--- config.mk ---
export PLATFORM = sky130hd
export DESIGN_NAME = csr_trap_unit
export DESIGN_NICKNAME = d
export VERILOG_FILES = /design/src/rtl/csr_trap_unit.sv
export SDC_FILE = /design/constraint.sdc
export NUM_CORES = 1
export LEC_CHECK = 0
export CAP_MARGIN = 20
export CORE_ASPECT_RATIO = 1.4
export CORE_MARGIN = 8
export CORE_UTILIZATION = 40
export DETAILED_ROUTE_END_ITERATION = 12
export SLEW_MARGIN = 5
export SYNTH_ARGS = -nofsm -noshare
export SYNTH_HDL_FRONTEND = slang
export SYNTH_SLANG_ARGS = --single-unit
--- constraint.sdc ---
create_clock -name clk -period 16.1 [get_ports clk]
set_input_delay 4.025 -clock clk [delete_from_list [all_inputs] [get_ports clk]]
set_output_delay 4.025 -clock clk [all_outputs]
set_load 0.05 [all_outputs]
--- src/rtl/csr_trap_unit.sv ---
// Machine-mode CSR file and trap sequencer for the single-cycle RV32 core.
// Decides at each completing instruction whether to redirect the PC to mtvec or mepc.
module csr_trap_unit #(
    parameter logic [31:0] RESET_MTVEC = 32'h0000_0000
) (
    input  logic        clk,
    input  logic        rst,
    input  logic        timer_irq,
    input  logic        instr_valid,
    input  logic [31:0] pc,
    input  logic [31:0] next_pc,
    input  logic        ecall,
    input  logic        mret,
    input  logic        csr_en,
    input  logic [1:0]  csr_op,
    input  logic [11:0] csr_addr,
    input  logic [31:0] csr_wdata,
    output logic [31:0] csr_rdata,
    output logic        trap_taken,
    output logic [31:0] trap_pc,
    output logic        irq_pending
);
    localparam logic [11:0] ADDR_MSTATUS  = 12'h300;
    localparam logic [11:0] ADDR_MIE      = 12'h304;
    localparam logic [11:0] ADDR_MTVEC    = 12'h305;
    localparam logic [11:0] ADDR_MSCRATCH = 12'h340;
    localparam logic [11:0] ADDR_MEPC     = 12'h341;
    localparam logic [11:0] ADDR_MCAUSE   = 12'h342;
    localparam logic [11:0] ADDR_MIP      = 12'h344;
    localparam logic [11:0] ADDR_MCYCLE   = 12'hB00;
    localparam logic [11:0] ADDR_MCYCLEH  = 12'hB80;
    localparam logic [31:0] ALIGN_MASK    = 32'hFFFF_FFFC;
    localparam logic [31:0] CAUSE_ECALL   = 32'd11;
    localparam logic [31:0] CAUSE_MTI     = 32'h8000_0007;

    logic        mstatus_mie_q, mstatus_mie_d;
    logic        mstatus_mpie_q, mstatus_mpie_d;
    logic        mie_mtie_q, mie_mtie_d;
    logic [31:0] mtvec_q, mtvec_d;
    logic [31:0] mscratch_q, mscratch_d;
    logic [31:0] mepc_q, mepc_d;
    logic [31:0] mcause_q, mcause_d;
    logic [63:0] mcycle_q, mcycle_d;

    logic        csr_write;
    logic        ecall_take;
    logic        mret_take;
    logic        int_cond;
    logic        int_take;
    logic [31:0] csr_new;

    // instr_valid qualifies ecall, mret and csr_en; there is no backpressure,
    // every completing instruction is consumed in the cycle it is presented.
    assign csr_write  = instr_valid & csr_en & (csr_op != 2'b00);
    assign ecall_take = instr_valid & ecall;
    assign mret_take  = instr_valid & mret & ~ecall;
    assign int_cond   = instr_valid & mstatus_mie_q & mie_mtie_q & timer_irq;
    assign int_take   = int_cond & ~ecall & ~mret;

    assign trap_taken  = ecall_take | mret_take | int_take;
    assign trap_pc     = mret_take ? mepc_q : mtvec_q;
    assign irq_pending = timer_irq & mie_mtie_q;

    always_comb begin
        csr_rdata = 32'h0;
        case (csr_addr)
            ADDR_MSTATUS:  csr_rdata = {24'h0, mstatus_mpie_q, 3'b000, mstatus_mie_q, 3'b000};
            ADDR_MIE:      csr_rdata = {24'h0, mie_mtie_q, 7'h00};
            ADDR_MTVEC:    csr_rdata = mtvec_q;
            ADDR_MSCRATCH: csr_rdata = mscratch_q;
            ADDR_MEPC:     csr_rdata = mepc_q;
            ADDR_MCAUSE:   csr_rdata = mcause_q;
            ADDR_MIP:      csr_rdata = {24'h0, timer_irq, 7'h00};
            ADDR_MCYCLE:   csr_rdata = mcycle_q[31:0];
            ADDR_MCYCLEH:  csr_rdata = mcycle_q[63:32];
            default:       csr_rdata = 32'h0;
        endcase
    end

    always_comb begin
        case (csr_op)
            2'b10:   csr_new = csr_rdata | csr_wdata;
            2'b11:   csr_new = csr_rdata & ~csr_wdata;
            default: csr_new = csr_wdata;
        endcase
    end

    always_comb begin
        mstatus_mie_d  = mstatus_mie_q;
        mstatus_mpie_d = mstatus_mpie_q;
        mie_mtie_d     = mie_mtie_q;
        mtvec_d        = mtvec_q;
        mscratch_d     = mscratch_q;
        mepc_d         = mepc_q;
        mcause_d       = mcause_q;
        mcycle_d       = mcycle_q + 64'd1;

        if (csr_write) begin
            case (csr_addr)
                ADDR_MSTATUS: begin
                    mstatus_mie_d  = csr_new[3];
                    mstatus_mpie_d = csr_new[7];
                end
                ADDR_MIE:      mie_mtie_d = csr_new[7];
                ADDR_MTVEC:    mtvec_d    = csr_new & ALIGN_MASK;
                ADDR_MSCRATCH: mscratch_d = csr_new;
                ADDR_MEPC:     mepc_d     = csr_new & ALIGN_MASK;
                ADDR_MCAUSE:   mcause_d   = csr_new;
                default: ;
            endcase
        end

        // Trap side effects land after the CSR write so they win on overlap;
        // MIE/MPIE sources are the pre-write register values.
        if (ecall_take) begin
            mepc_d         = pc & ALIGN_MASK;
            mcause_d       = CAUSE_ECALL;
            mstatus_mpie_d = mstatus_mie_q;
            mstatus_mie_d  = 1'b0;
        end else if (mret_take) begin
            mstatus_mie_d  = mstatus_mpie_q;
            mstatus_mpie_d = 1'b1;
        end else if (int_take) begin
            mepc_d         = next_pc & ALIGN_MASK;
            mcause_d       = CAUSE_MTI;
            mstatus_mpie_d = mstatus_mie_q;
            mstatus_mie_d  = 1'b0;
        end
    end

    always_ff @(posedge clk or posedge rst) begin
        if (rst) begin
            mstatus_mie_q  <= 1'b0;
            mstatus_mpie_q <= 1'b0;
            mie_mtie_q     <= 1'b0;
            mtvec_q        <= RESET_MTVEC & ALIGN_MASK;
            mscratch_q     <= 32'h0;
            mepc_q         <= 32'h0;
            mcause_q       <= 32'h0;
            mcycle_q       <= 64'h0;
        end else begin
            mstatus_mie_q  <= mstatus_mie_d;
            mstatus_mpie_q <= mstatus_mpie_d;
            mie_mtie_q     <= mie_mtie_d;
            mtvec_q        <= mtvec_d;
            mscratch_q     <= mscratch_d;
            mepc_q         <= mepc_d;
            mcause_q       <= mcause_d;
            mcycle_q       <= mcycle_d;
        end
    end
endmodule

==> metrics.txt, run 1 <==
outcome=complete, no violations; Pwr Total=1.10 mW; Cell Pwr Density=80.7 nW/um^2; Netlist cell types=79; Chip Width=156 um; ratio of cells with drive above 1 in the final layout=10.9%; commonest non-fill, non-tap cells in the layout=193 x dfrtp_1, 176 x clkdlybuf4s50_1, 125 x nand2_1; Yosys reg bits=193; Post-CTS Setup Inserts=0; Post-synth EDFFs=0; via count=10000; dominant synthesized flop cell=dfrtp_1; Final min period=12.28 ns; Max-Cap Viols=0; CTS Buffer Depth=2; setup TNS=0 ns; Total GRT Usage=between 20% and 30%; Worst Hold Slack=approximately 0.48 ns; Ys Warns=0; Rows=71; DR pass1 iterations=5; Max Fanout on Critical Path=18; WS Path Type=input pin to output port; Avg WL per Cell=~24 um; Ports=183; die area=about 33000 um^2; # fillers=2580; Pleak=5.77 nW; Pins Over Slew Limit=0; initial core utilization=40.6%; clk slew on worst S/H paths=~0.07 ns; Async SR Flop Fraction=100%; Layout area overhead=24.6%; Detailed Route WL=roughly 40000 um; mapped cell area=10900 um^2; net count after synthesis=around 1300; Nets=1427; root buffer cell=clkbuf_16; worst-margin pin slew=1.10 ns; Skew-Pair Late Insertion Delay=0.45 ns; IO buf count=between 150 and 200; CTS tree=built; CTS Hold Bufs=0; Critical Path RT=12.07 ns; Fmax=0.0815 GHz; DR vias/cell=just under 6; Core Box Area=26800 um^2; placed wire-length estimate=28100 um; Arrival @ worst endpoint=8.25 ns; Worst Setup Start Kind=input pin; Post-CTS Resized=0; commonest non-fill, non-tap cell in the layout=dfrtp_1; unrepaired setup endpoints after global routing=false; post-synthesis cell count=1167; sequential cell area=4830 um^2; drt drc=0; Multi-input gate area=5670 um^2; CTS H-Tree Depth=4; Fin. Hold Viols=0; post-route antenna net violation count=0; total CTS buffers=17; routability cong.=0.916; fin crit share=roughly 76%; Hold Crit Class=flop to flop; Slew HR=26.9%; Fin Clk Skew=about 0.011 ns; initial antenna violation count=2; via count of the first global-routing pass=9965; final setup fails=0; element type at the critical path end=output port; total clock sinks=193; initial drt markers=967; Max VDD drop=0.0709 mV; DIE HEIGHT=roughly 210 um; Mean Syn Cell Area=9.34 um^2; first-pass GRT wire length=slightly above 60000 um; Overflow after GRT=0; largest net degree at the start of global routing=130; Seq/Total Area, Yosys=44.3%
==> final timing paths <==
| check | from | to | slack, ns | cells after the start |
|---|---|---|---|---|
| min in group asynchronous | rst | mcycle_q[61] | 4.18 | 2 |
| setup reg to reg | mcycle_q[7] | mcycle_q[44] | 13.07 | 6 |
| hold / removal | mcycle_q[63] | mcycle_q[63] | 0.48 | 1 |
| hold reg to reg | mcycle_q[63] | mcycle_q[63] | 0.48 | 1 |
| setup / recovery | csr_addr[1] | csr_rdata[8] | 3.82 | 6 |
| max in group asynchronous | rst | mcycle_q[31] | 10.48 | 3 |
==> where the power goes <==
group	leakage, nW	total [mW]	switching [mW]	internal [mW]
combinational	2.90	0.142	0.0814	0.0602
clock	0.292	0.446	0.201	0.244
sequential	2.58	0.509	0.0112	0.497
==> sequential cells by signal, indices dropped and copies added, names as in the netlist <==
register	count
mcycle_q	64
mstatus_mie_q	1
mstatus_mpie_q	1
mtvec_q	30
mie_mtie_q	1
mcause_q	32
mscratch_q	32
mepc_q	32
==> metal layers <==
| layer | global-route usage [%] | routed length, um | part of all wire (%) |
|---|---|---|---|
| met1 | 30.7 | 16200 | 40 |
| met2 | 39.9 | 19400 | 48 |
| met3 | 4.94 | 3180 | 7.9 |
| met4 | 11.0 | 1520 | 3.8 |
| met5 | 0 | 0 | 0 |
==> cells by family after synthesis <==
| logic type | synth area share [%] |
|---|---|
| simple gates | 18.7 |
| compound gates | 18.9 |
| flops | 44.3 |
| mux | 9.18 |
| buf+inv | 3.88 |
| xor+xnor | 4.98 |
| fa+ha+maj | 0.115 |
==> area by class of cell <==
class	instances	share of cell area, %
Multi-Input combinational cell	882	41.8
Antenna cell	2	0.0368
Inverter	14	0.442
Clock inverter	12	1.09
Timing Repair Buffer	201	14.3
Clock buffer	20	3.44
Tap cell	365	3.36
Sequential cell	193	35.6
==> Yosys cell counts, drive strengths merged (7+ instances only) <==
library cell | n | area [um^2]
and3 | 21 | 131
a21o | 7 | 52.6
a221o | 11 | 110
nor2 | 122 | 458
and2 | 11 | 71.3
xor2 | 21 | 184
mux2i | 37 | 370
nand4 | 22 | 138
xnor2 | 41 | 359
nor3 | 24 | 136
mux2 | 56 | 631
o21ai | 62 | 310
and4 | 8 | 70.1
a22o | 7 | 61.3
o22ai | 35 | 219
dfrtp | 193 | 4830
a21oi | 73 | 373
a22oi | 29 | 218
inv | 13 | 48.8
nand2 | 127 | 482
a211oi | 13 | 118
o31ai | 15 | 113
clkbuf | 43 | 161
a31oi | 21 | 131
nand3 | 42 | 215
buf | 35 | 209
==> through the flow <==
step | area [um^2] | utilization (%) | setup slack, ns | instances
2_1_floorplan | 10900 | - | 5.90 | 1167
3_3_place_gp | 13000 | 48.3 | 3.96 | 1655
3_5_place_dp | 13000 | 48.3 | 3.88 | 1655
4_1_cts | 13600 | 50.6 | 3.88 | 1687
5_1_grt | 13600 | 50.6 | 3.69 | 1689
6_report | 13600 | 50.6 | 3.82 | 1689
==> worst max-delay path: stages <==
cell and delay, ns:
clkdlybuf4s50_1 0.90, nor4_2 0.81, nand3_1 0.94, o22ai_1 0.58, a21o_1 0.16, clkdlybuf4s50_1 0.81
No activity file was read; power rests on OpenSTA's default activity.
==> run 2: changes to the inputs <==
clock period = 11.7 ns   (was 16.1 ns; I/O delays follow)
==> run 2 against run 1 <==
Effect of this change: critical path depth is the same; worst setup slack worse by 1.9 ns; non-clock buffer count grew 1; clock skew shrank 0.0016 ns; first-iteration DRC count down 11%; routed wire length shrank 0.93%; sequential power rose by 38%; flip-flop and latch count unchanged; worst hold slack better by 0.0012 ns; register-to-register slack worse by 4.4 ns; core utilization fell by 0.093 points.
==> metrics.txt, run 2 (synthesized netlist as in run 1, its figures left out) <==
final worst slack=1.90 ns (-1.93 ns); outcome=complete, no violations; Largest register FFs=64 (unchanged); post-placement cell count=1656 (+0.060%); final setup fails=0 (unchanged); Overflow after GRT=0 (unchanged); Reg with most FFs=mcycle_q; drt drc=0 (unchanged); Fmax=about 0.10 GHz; Pleak=5.77 nW (about the same); Worst setup startpoint=csr_addr[2]; setup TNS=0 ns (unchanged); Final min period=between 9 and 10 ns; RR Startpoint=mcycle_q[7]; # diodes=0 (-2); placed wire-length estimate=28100 um (about the same); clk slew on worst S/H paths=0.07 ns (about the same); CTS H-Tree Depth=4 (unchanged); reg2reg end=mcycle_q[44]; via count=10000 (-0.19%); Hold Crit Class=flop to flop; Max Fanout on Critical Path=18 (unchanged); Nets=1428 (+0.070%); total CTS buffers=17 (unchanged); post-route antenna net violation count=0 (unchanged); fin cells=1688 (-0.059%); initial drt markers=863 (-11%); Setup Slack @ Placement=2.04 ns (-1.84 ns); Max-Cap Viols=0 (unchanged); Worst Setup Start Kind=input pin; CTS tree=built; Area after DPL=13000 um^2 (+0.12%); CTS Hold Bufs=0 (unchanged); DR pass1 iterations=5 (unchanged); unrepaired setup endpoints after global routing=false; DIE HEIGHT=211 um (unchanged); Post-CTS Setup Inserts=0 (unchanged); Arrival @ worst endpoint=6.88 ns (-1.37 ns); Slew HR=27.1% (+0.19 points); initial core utilization=40.6% (unchanged); first-pass GRT wire length=60400 um (-0.75%); Avg WL per Cell=23.7 um (-0.87%); routability cong.=0.885 (-3.4%); WS Path Type=input pin to output port; worst-margin pin slew=1.09 ns (-0.00522 ns); Skew-Pair Late Insertion Delay=0.45 ns (about the same); Rows=71 (unchanged); DR vias/cell=5.94 (-0.13%); Pwr Total=1.48 mW (+35%); hold endpoint=mscratch_q[15]; element type at the critical path end=output port; Layout area overhead=24.3%; Worst Hold Slack=0.477 ns (+0.00120 ns); setup slack, reg-to-reg=8.68 ns (-4.39 ns); root buffer cell=clkbuf_16; HP Start=mscratch_q[15]; commonest non-fill, non-tap cells in the layout=193 x dfrtp_1, 176 x clkdlybuf4s50_1, 125 x nand2_1; commonest non-fill, non-tap cell in the layout=dfrtp_1; Cell Pwr Density=110 nW/um^2 (+36%); Pins Over Slew Limit=0 (unchanged); CTS Buffer Depth=2 (unchanged); Total GRT Usage=24.2% (-0.27 points); Post-CTS Resized=0 (unchanged); Ports=183 (unchanged); Detailed Route WL=40000 um (-0.93%); largest net degree at the start of global routing=126 (-3.1%); fin crit share=between 80% and 90%; Chip Width=156 um (unchanged); Core Box Area=26800 um^2 (unchanged); total clock sinks=193 (unchanged); FF-to-FF path depth=6 (unchanged); ratio of cells with drive above 1 in the final layout=10.8% (-0.084 points); via count of the first global-routing pass=9827 (-1.4%); WHS Path Cells=2 (+1); Max VDD drop=0.103 mV (+45%); Fin. Hold Viols=0 (unchanged); initial antenna violation count=0 (-2); die area=32900 um^2 (unchanged); Critical Path RT=8.78 ns (-3.29 ns); final instance area=13600 um^2 (-0.18%); IO buf count=178 (unchanged); Fin Clk Skew=0.00980 ns (-0.00159 ns); fin util=50.5% (-0.093 points)
run 2: cell count changes in the layout (fill, tap and decap cells not counted):
cell,before,now
clkinvlp_4,3,2
clkinv_2,1,4
diode_2,2,0
clkinv_8,1,0
clkbuf_8,3,1
buf_8,0,1
inv_6,3,1
clkbuf_1,0,2
inv_8,1,2
run 2: area by class of cell:
cell class,count,area (um^2)
repair buffers,202,1960
flip-flops and latches,193,4830
clock inverters,12,133
well taps,365,457
inverters,14,60.1
clock buffers,20,447
multi-input cells,882,5670
fillers,2545,13300
run 2: worst max-delay path by stage:
stage                         end  slack [ns]  cells past startpoint
floorplan             mcause_q[0]        3.52                      1
global placement     csr_rdata[8]        2.11                      6
detailed placement   csr_rdata[8]        2.04                      6
CTS                  csr_rdata[8]        2.03                      6
global route        csr_rdata[14]        1.87                      7
finish               csr_rdata[8]        1.90                      6
run 2: worst max-delay path, stage by stage:
cell and delay, ns:
clkdlybuf4s50_1 0.77, nor4_2 0.65, nand3_1 0.95, o22ai_1 0.59
a21o_1 0.17, clkdlybuf4s50_1 0.81
run 2: routing by layer:
metal  routed length (um)  GRT usage, %
met1                16300          30.4
met2                19500          40.4
met3                 2760          4.63
met4                 1330          9.36
met5                    0             0
run 2: power breakdown:
group          total [mW]  switching [mW]  internal, mW  leakage [nW]
registers           0.700          0.0158         0.685          2.58
clock network       0.591           0.269         0.322         0.282
logic               0.194           0.111        0.0830          2.90
total                1.48           0.395          1.09          5.77
==> run 3: changes to the inputs <==
clock period = 9.8 ns   (was 11.7 ns; I/O delays follow)
==> run 3 against run 2 <==
Effect of this change: first-iteration DRC count rose by 6.8%; combinational power rose by 21%; clock-buffer cell count fell by 2; clock skew fell by 0.0010 ns; global-route usage rose by 0.35 points; core utilization rose by 0.27 points; sequential share of layout area fell by 0.19 points; power rose by 21%; register-to-register slack got worse by 1.9 ns; critical path depth did not move; cell area rose by 0.53%; routed wire length rose by 1.1%; critical endpoint is now csr_rdata[19].
==> metrics.txt, run 3 (synthesized netlist as in run 1, its figures left out) <==
root buffer cell=clkbuf_16; initial core utilization=40.6% (unchanged); DR pass1 iterations=8 (+3); setup TNS=0 ns (unchanged); routability cong.=0.887 (+0.27%); Multi-input gate area=5670 um^2 (about the same); via count=10100 (+0.46%); initial drt markers=922 (+6.8%); via count of the first global-routing pass=9860 (+0.34%); Max Fanout on Critical Path=12 (-6); WHS Path Cells=1 (-1); Cell Pwr Density=132 nW/um^2 (+21%); ratio of cells with drive above 1 in the final layout=11.2% (+0.34 points); total clock sinks=193 (unchanged); element type at the critical path end=output port; most frequent cell on the critical path=clkdlybuf4s50_1; reg2reg end=mcycle_q[34]; largest net degree at the start of global routing=116 (-7.9%); Ports=183 (unchanged); CTS tree=built; placed wire-length estimate=28300 um (+0.98%); slowest stage delay, CP=0.88 ns (-0.07 ns); Detailed Route WL=40400 um (+1.1%); Core Box Area=26800 um^2 (unchanged); RR Startpoint=mcycle_q[7]; Layout area overhead=25.0%; Nets=1432 (+0.28%); final worst slack=1.47 ns (-0.423 ns); unrepaired setup endpoints after global routing=false; Critical Path RT=7.35 ns (-1.43 ns); Worst setup startpoint=csr_addr[1]; CTS Hold Bufs=0 (unchanged); Max-Cap Viols=0 (unchanged); die area=32900 um^2 (unchanged); Worst Setup Start Kind=input pin; DR vias/cell=5.95 (+0.16%); Hold Crit Class=flop to flop; Setup Slack @ Placement=1.57 ns (-0.473 ns); first-pass GRT wire length=61100 um (+1.1%); Overflow after GRT=0 (unchanged); Pleak=5.80 nW (+0.61%); Largest register FFs=64 (unchanged); Reg with most FFs=mcycle_q; Skew-Pair Late Insertion Delay=0.44 ns (about the same); Arrival @ worst endpoint=5.88 ns (-1.00 ns); HP Start=mcycle_q[63]; outcome=complete, no violations; Post-CTS Setup Inserts=0 (unchanged); worst-path cell chain=clkdlybuf4s50_1 > or4_1 > nor3_2 > a222oi_1 > o21ai_0 > clkdlybuf4s50_1; post-route antenna net violation count=0 (unchanged); Pins Over Slew Limit=0 (unchanged); Fin. Hold Viols=0 (unchanged); total CTS buffers=17 (unchanged); setup slack, reg-to-reg=6.79 ns (-1.89 ns); Slew HR=29.8% (+2.6 points); drt drc=0 (unchanged); Final min period=around 8.3 ns; Fmax=0.120 GHz; DIE HEIGHT=211 um (unchanged); Max VDD drop=0.104 mV (+1.6%); worst-margin pin slew=1.05 ns (-0.0373 ns); hold endpoint=mcycle_q[63]; WS Path Type=input pin to output port; CTS Buffer Depth=2 (unchanged); fin crit share=a little over four fifths; Fin Clk Skew=0.00877 ns (-0.00103 ns); Avg WL per Cell=23.9 um (+0.78%); CTS H-Tree Depth=4 (unchanged); sequential cell area=4830 um^2 (unchanged); IO buf count=178 (unchanged); Total GRT Usage=24.5% (+0.35 points); Slowest-stage cell, CP=clkdlybuf4s50_1; Post-CTS Resized=0 (unchanged); commonest non-fill, non-tap cells in the layout=193 x dfrtp_1, 176 x clkdlybuf4s50_1, 125 x nand2_1; final setup fails=0 (unchanged); Rows=71 (unchanged); initial antenna violation count=2 (+2); # fillers=2591 (+1.8%); commonest non-fill, non-tap cell in the layout=dfrtp_1; FF-to-FF path depth=6 (unchanged); Chip Width=156 um (unchanged); clk slew on worst S/H paths=0.07 ns (about the same)
==> run 3: cell types whose count changed in the layout (fill, tap and decap cells not counted), sizes merged <==
cell and delta:
clkinv -1, clkbuf -2, buf +4, inv +3, diode +1
==> run 3: report_power, final <==
part / internal [mW] / total [mW] / switching (mW)
Combinational: 0.100 / 0.234 / 0.134
Sequential: 0.817 / 0.836 / 0.0190
Clock: 0.392 / 0.731 / 0.339
Total: 1.31 / 1.80 / 0.492
==> run 3: metrics by stage <==
| stage | util, % | hold slack (ns) | power, mW | instance area, um^2 | cells |
|---|---|---|---|---|---|
| 3_5_place_dp | 48.4 | 0.465 | 1.08 | 13000 | 1659 |
| 5_1_grt | 50.8 | 0.500 | 1.87 | 13600 | 1693 |
| 6_report | 50.8 | 0.473 | 1.80 | 13600 | 1693 |
| 2_1_floorplan | - | 0.441 | 0.975 | 10900 | 1167 |
| 3_3_place_gp | 48.4 | 0.457 | 1.08 | 13000 | 1659 |
| 4_1_cts | 50.7 | 0.479 | 1.81 | 13600 | 1691 |
==> run 3: metal layers <==
layer / track usage (%) / vias up / share of wire (%)
li1: - / 4569 / -
met1: 31.0 / 4980 / 40
met2: 41.7 / 443 / 50
met3: 4.16 / 71 / 7.3
met4: 8.46 / 2 / 2.6
met5: 0 / - / 0.032
==> run 3: worst max-delay path: cells and delay by family <==
| kind | cells | cell delay (ns) |
|---|---|---|
| buf+inv | 2 | 1.61 |
| simple gates | 2 | 1.36 |
| compound gates | 2 | 0.45 |
==> run 3: layout make-up <==
class,count,share of cell area (%)
multi-input combinational,882,41.6
sequential,193,35.4
clock buffer,18,3.22
inverter,14,0.441
timing repair buffer,206,14.7
antenna,1,0.0184
tap,365,3.35
clock inverter,14,1.26
==> run 3: how the worst max path moves through the flow <==
stage | slack [ns] | depth (start not counted) | endpoint
2_1_floorplan | 2.09 | 1 | mcause_q[0]
3_3_place_gp | 1.54 | 6 | csr_rdata[11]
3_5_place_dp | 1.57 | 6 | csr_rdata[11]
4_1_cts | 1.57 | 6 | csr_rdata[11]
5_1_grt | 1.41 | 6 | csr_rdata[19]
6_report | 1.47 | 6 | csr_rdata[19]
